===== config.mk =====
export PLATFORM = sky130hd
export DESIGN_NAME = param_register_file
export DESIGN_NICKNAME = d
export VERILOG_FILES = /design/src/rtl/regfile_pkg.sv /design/src/rtl/regfile_clear_ctrl.sv /design/src/rtl/param_register_file.sv
export SDC_FILE = /design/constraint.sdc
export NUM_CORES = 1
export LEC_CHECK = 0
export ABC_AREA = 0
export CAP_MARGIN = 20
export CORE_ASPECT_RATIO = 0.5
export CORE_MARGIN = 2
export CORE_UTILIZATION = 65
export CTS_BUF_LIST = sky130_fd_sc_hd__clkbuf_4 sky130_fd_sc_hd__clkbuf_8
export DETAILED_ROUTE_END_ITERATION = 12
export PLACE_DENSITY = 0.78
export SYNTH_ARGS = -nofsm -noshare
export SYNTH_HDL_FRONTEND = slang
export SYNTH_SLANG_ARGS = --single-unit

===== constraint.sdc =====
create_clock -name clk -period 3.16 [get_ports clk]
set_input_delay 0.474 -clock clk [delete_from_list [all_inputs] [get_ports clk]]
set_output_delay 0.474 -clock clk [all_outputs]
set_load 0.02 [all_outputs]

===== src/rtl/regfile_pkg.sv =====
// Shared types and helpers for the parametrised register file and its clear sequencer.
package regfile_pkg;

    localparam int unsigned DefDataWidth = 16;
    localparam int unsigned DefAddrWidth = 6;
    localparam int unsigned MaxSliceW    = 32;
    localparam int unsigned MaxVecW      = 128;

    typedef enum logic {
        IDLE  = 1'b0,
        CLEAR = 1'b1
    } clear_state_e;

    // Extract slice `port` of `width` bits from a zero-extended packed vector.
    function automatic logic [MaxSliceW-1:0] port_slice(input logic [MaxVecW-1:0] vec,
                                                        input int unsigned port,
                                                        input int unsigned width);
        logic [MaxVecW-1:0] shifted;
        shifted = vec >> (port * width);
        return MaxSliceW'(shifted) & ((MaxSliceW'(1) << width) - MaxSliceW'(1));
    endfunction

endpackage


===== src/rtl/regfile_clear_ctrl.sv =====
// Clear sequencer: sweeps every address once after reset or on request, flagging busy meanwhile.
module regfile_clear_ctrl
    import regfile_pkg::*;
#(
    parameter int unsigned AddrWidth = DefAddrWidth
) (
    input  logic                 clk,
    input  logic                 rst_n,
    input  logic                 clear_i,
    output logic                 busy_o,
    output logic                 clear_write_o,
    output logic [AddrWidth-1:0] clear_addr_o
);

    clear_state_e         state_q, state_d;
    logic [AddrWidth-1:0] addr_q, addr_d;

    always_ff @(posedge clk or negedge rst_n) begin
        if (!rst_n) begin
            state_q <= CLEAR;
            addr_q  <= '0;
        end else begin
            state_q <= state_d;
            addr_q  <= addr_d;
        end
    end

    // A clear request during a running sweep is ignored.
    always_comb begin
        state_d = state_q;
        addr_d  = addr_q;
        case (state_q)
            IDLE: begin
                if (clear_i) begin
                    state_d = CLEAR;
                    addr_d  = '0;
                end
            end
            CLEAR: begin
                addr_d = addr_q + AddrWidth'(1);
                if (&addr_q) begin
                    state_d = IDLE;
                end
            end
            default: begin
                state_d = CLEAR;
                addr_d  = '0;
            end
        endcase
    end

    assign busy_o        = (state_q == CLEAR);
    assign clear_write_o = (state_q == CLEAR);
    assign clear_addr_o  = addr_q;

endmodule


===== src/rtl/param_register_file.sv =====
// Multi-port register file with optional write bypass, hardwired zero register and a clear sweep.
// Supports ReadPorts 1..4 and AddrWidth/DataWidth up to 32.
module param_register_file
    import regfile_pkg::*;
#(
    parameter int unsigned DataWidth = DefDataWidth,
    parameter int unsigned AddrWidth = DefAddrWidth,
    parameter int unsigned ReadPorts = 2,
    parameter bit          Bypass    = 1'b0,
    parameter bit          ZeroReg   = 1'b0
) (
    input  logic                           clk,
    input  logic                           rst_n,
    input  logic                           clear_i,
    output logic                           busy_o,
    input  logic                           write_enable_i,
    input  logic [AddrWidth-1:0]           write_address_i,
    input  logic [DataWidth-1:0]           write_data_i,
    output logic                           write_dropped_o,
    input  logic [ReadPorts*AddrWidth-1:0] read_address_i,
    output logic [ReadPorts*DataWidth-1:0] read_data_o
);

    localparam int unsigned Depth = 2 ** AddrWidth;

    logic [DataWidth-1:0] mem_q [Depth];
    logic                 busy;
    logic                 clear_write;
    logic [AddrWidth-1:0] clear_addr;
    logic                 zero_wr;
    logic                 user_wr;
    logic                 write_dropped_q;

    regfile_clear_ctrl #(
        .AddrWidth (AddrWidth)
    ) u_clear_ctrl (
        .clk           (clk),
        .rst_n         (rst_n),
        .clear_i       (clear_i),
        .busy_o        (busy),
        .clear_write_o (clear_write),
        .clear_addr_o  (clear_addr)
    );

    assign zero_wr = ZeroReg && (write_address_i == '0);
    assign user_wr = write_enable_i && !busy && !zero_wr;

    // The array has no reset; the sweep is the only thing that zeroes it.
    always_ff @(posedge clk) begin
        if (clear_write) begin
            mem_q[clear_addr] <= '0;
        end else if (user_wr) begin
            mem_q[write_address_i] <= write_data_i;
        end
    end

    always_ff @(posedge clk or negedge rst_n) begin
        if (!rst_n) begin
            write_dropped_q <= 1'b0;
        end else begin
            write_dropped_q <= write_enable_i && busy && !zero_wr;
        end
    end

    for (genvar p = 0; p < ReadPorts; p++) begin : g_port
        logic [AddrWidth-1:0] raddr;
        logic [DataWidth-1:0] rdata;

        assign raddr = AddrWidth'(port_slice(MaxVecW'(read_address_i), p, AddrWidth));

        // Priority: busy forces zero, then zero register, then bypass over array.
        always_comb begin
            rdata = mem_q[raddr];
            if (Bypass && user_wr && (write_address_i == raddr)) begin
                rdata = write_data_i;
            end
            if (ZeroReg && (raddr == '0)) begin
                rdata = '0;
            end
            if (busy) begin
                rdata = '0;
            end
        end

        assign read_data_o[p*DataWidth +: DataWidth] = rdata;
    end

    assign busy_o          = busy;
    assign write_dropped_o = write_dropped_q;

endmodule

# --- Word-level counts from Yosys, hierarchy flattened ---
# Memories as Yosys holds them, arrays and structs flattened.
# Index checks and enable logic that the tools add are counted.
# Widths: inputs -> output; s select.
word_totals:
  register_bits: 8
  ram_bits: 1024
  input_bits: 38
  out_inout_bits: 34
  wordCells: 27
  mem_count: 1
classes:
  n_addsub: 1
  eq_ne: 1
  n_mux: 15
  bitwise: 1
  n_reduce_logical: 5
mem_list:
  columns: ["memory", "depth", "width", "rd", "rd_clocked_by_memory_dff", "write_ports", "line", "rtl"]
  rows:
  - ["mem_q", 64, 16, 2, 0, 1, "param_register_file.sv:26", "logic [DataWidth-1:0] mem_q [Depth];"]
ops:
  columns: ["op", "n"]
  rows:
  - ["$mux 16", 3]
  - ["$reduce_or 16->1", 1]
  - ["$mux 6", 2]
  - ["$pmux 6 s2", 1]
  - ["$mux 1", 8]
  - ["$add 6x1->6 const B", 1]
  - ["$reduce_and 6->1", 1]
  - ["$logic_and 1x1->1", 2]
  - ["$ne 2x2->1 const B", 1]
  - ["$pmux 1 s2", 1]
  - ["$logic_not 1->1", 1]
  - ["$not 1->1", 1]

# --- Depth between registers and ports, before layout ---
depth:
  word_depth: 7
  depth_mapped: 11
  mapped_depth_nobuf: 5

# --- By module ---
# Synthesis repeated with hierarchy kept, for this count alone.
hier_totals:
  hier_cells: 2404
  hier_area_um2: 48456.5
by_module_without_submodules:
  columns: ["module", "n_inst", "cells_per_inst", "area_per_inst_um2", "seq_area_each_um2"]
  rows:
  - ["param_register_file", 1, 2371, 48107.4, 30774.5]
  - ["regfile_clear_ctrl", 1, 33, 349.1, 176.4]

# --- Worst setup path after synthesis ---
# Ideal clock, no wire load.
synth_timing:
  kind: "input to output"
  from: "in read_address_i[2]"
  to: "out read_data_o[14]"
  t_arrival_ns: 2.417
  required_time_ns: 2.686
  slack_ns: 0.269
  path_stages: 7
  path_buffers: 5
  path_cell_list: "buf_2 -> buf_4 -> buf_2 -> buf_2 -> buf_2 -> a211oi_1 -> o41ai_1"
synth_via:
  elab_chain_cells: 2
synth_rtl:
  columns: ["item", "line", "rtl"]
  rows:
  - ["from (decl)", "param_register_file.sv:20", "input logic [ReadPorts*AddrWidth-1:0] read_address_i,"]
  - ["$mem_v2 64x16", null, null]
  - ["$mux 16", "param_register_file.sv:80", "if (busy) begin"]
  - ["to (decl)", "param_register_file.sv:21", "output logic [ReadPorts*DataWidth-1:0] read_data_o"]
# No other way between the ends.

==> results.cfg <==
[critical_path]
cp-end-kind = primary output
cp_data_arrival_time_ps = 2900
cp_slowest_cell = mux4_2
critPathMaxFanout = 2
cp_num_buf_inv = 1
cp_slowest_stage_delay_ps = 610
reg2reg_from = u_clear_ctrl.busy_o
path_class = reg2out
crit_start = mem_q[23][7]
cpMostUsedCell = mux4_2
crit_family = multiplexers
cp-start-kind = flop
critical_path_required_ps = 2690
path_cells = mux4_2 > mux4_2 > nand2b_4 > a22o_4 > buf_6

[clocking]
clk_latency_ps = 820
numCtsBuffers = 141
clk_pin_slew_ps = 70
cts_root_buf = clkbuf_8
cts_sinks = 1032
clockBufferDepth = 3
cts_tree = yes
htree_levels = 4

[yosys]
syn-num-nets = 2430
synth-main-ff-cell = edfxtp_1
synth_seq_area_share = 0.6415
syn_inst = 2391
async_flop_share = 0.007752
syn_area_um2 = 48250
synth_edf_count = 1024
synth_warnings = 0
synthDistinctLibCells = 59
yosys_register_bits = 1032
synth.avg_cell_area_um2 = 20.18

[timing]
hold_viol = 0
rsz0062_at_grt = yes
fmax_mhz = 296.7
fin_ws_ps = -210.5
finalCritPeriodShare = 1.067
tightest_slew_ps = 778.7
finalClockSkew_ps = 32.30
hold_slack_ps = 342.0
slew_headroom = 0.4798
finalSetupViolCount = 30
layout_min_cycle_time_ps = 3370
final_max_slew_viol_count = 0
setup-tns-final_ps = -3190

[global_route]
grt_pass1_vias = 29748
overflow = 0
grt_usage = 0.4148
grt_max_degree = 65
antenna_found_initial = 10
grt_pass1_wl_mm = 217.2

[placed_design]
hpwl_mm = 105.4
globalplace.congestion = 1.087
placed_cell_area_um2 = 54320
io_buffers = 71

[floorplan]
core_area_um2 = 73220
die_area_um2 = 76560
start_util = 0.6590
die_y_um = 196.7
ioPinCount = 72
row_count = 70
die_w_um = 389.3

[finish]
final_cell_mix = edfxtp_1 (1,024), mux4_2 (538), buf_4 (414)
synthToLayoutAreaGrowth_pct = 19.48
fillers = 3820
drive_above_1_share = 0.4744
fin_nets = 2982
final_common_cell = edfxtp_1
fin_area_um2 = 57650

[detailed_routing]
first_iter_violations = 5543
postRouteAntennaNets = 0
drc = 0
vias = 30255
wirelength_mm = 154.1
firstDrtPassIters = 6
wl_per_cell_um = 38.23
via_per_inst = 7.507

[pwr]
power_uw = 32220
powerDensity_nw_per_um2 = 558.9
vdd_drop_max_uv = 492.0
p_leak_uw = 0.01961

[status]
status = finished with violations
violations = setup timing

[run]
max_cap_viol_count = 0

[min_path]
holdCritPathClass = in2reg
min_from = write_enable_i
## cell type report
cell class	instances	area, um^2	share of cell area
Antenna cell	8	20.02	0.0003473
Clock buffer	188	2344	0.04065
Clock inverter	62	354.1	0.006143
Inverter	4	15.01	0.0002605
Multi-Input combinational cell	1178	16800	0.2914
Sequential cell	1032	30950	0.5369
Tap cell	972	1216	0.02110
Timing Repair Buffer	586	5948	0.1032
## sequential cells by signal, indices dropped and copies added (netlist names)
register and cells:
u_clear_ctrl.clear_addr_o 6, mem_q 1024, write_dropped_o 1, u_clear_ctrl.busy_o 1
## metrics by stage
stage            util  setup slack (ps)  std cells
2_1_floorplan       -             269.0       2391
3_3_place_gp   0.7419            -909.1       3759
3_5_place_dp   0.7419            -920.2       3759
4_1_cts        0.7843            -246.2       4015
5_1_grt        0.7870            -273.8       4023
6_report       0.7873            -210.5       4030
## final timing paths
path	endpoint	slack (ps)	cells after the start
max	read_data_o[23]	-210	5
min in group asynchronous	write_dropped_o	520	2
max reg2reg	mem_q[63][14]	280	8
min reg2reg	u_clear_ctrl.busy_o	510	1
min	write_dropped_o	340	2
max in group asynchronous	u_clear_ctrl.busy_o	2330	2
## kinds of logic (layout without fill, tap and decap cells)
family,after synthesis,count (layout),synth area share
adder cells (fa/ha/maj),1,1,0.0002593
AO/OA/AOI/OAI,248,248,0.03501
other,0,8,0
flip-flops,1032,1032,0.6415
buffers and inverters,181,840,0.02388
XOR/XNOR,2,2,0.0003631
multiplexers,611,611,0.2664
AND/OR/NAND/NOR,316,316,0.03262
## synth_stat cells (all sizes together), types with 2 or more instances
master   number  share of area
nor3          6        0.00062
nand2        60         0.0047
clkbuf       54         0.0042
nand3b        5         0.0010
nand3        27         0.0028
or2           6        0.00083
dfrtp         7         0.0036
a211oi       33         0.0051
mux2i        69          0.014
or3           7        0.00091
a21oi        33         0.0034
nand2b       32         0.0041
nor2b        49         0.0064
buf         123          0.019
edfxtp     1024           0.64
o41ai        21         0.0038
o21a          3        0.00047
and3          2        0.00026
a32o          2        0.00041
o31ai         4        0.00062
nor2         98         0.0076
o22a          3        0.00054
mux2          4        0.00093
a31o          2        0.00036
o32ai         3        0.00054
a22oi         2        0.00031
o21ai        30         0.0031
a2111oi       7         0.0016
or3b          2        0.00036
and2         19         0.0025
o22ai        83          0.011
mux4        538           0.25
o221ai        6         0.0011
a22o          9         0.0016
inv           4        0.00031
## power breakdown
part | internal, uW | switching (uW) | leakage (uW)
Clock | 5070 | 5120 | 0.00143
Sequential | 15900 | 390 | 0.00978
Combinational | 2350 | 3380 | 0.00841
## routing by layer
metal | up-vias | share of wire | global-route usage
met5 | - | 0.0011 | 0.01254
met4 | 6 | 0.037 | 0.1388
met3 | 427 | 0.19 | 0.1903
met2 | 2813 | 0.43 | 0.5853
met1 | 15469 | 0.34 | 0.5824
li1 | 11540 | - | -
## what timing repair did
item,4_1_cts,5_1_grt
endpoints found under the hold margin,7,0
pin swaps,26,11
hold buffers,1,0
endpoints found under the setup margin,32,31
cloned,0,1
resized for setup,249,28
buffers inserted,8,6
Note: power is estimated with default switching activity, not from simulation.
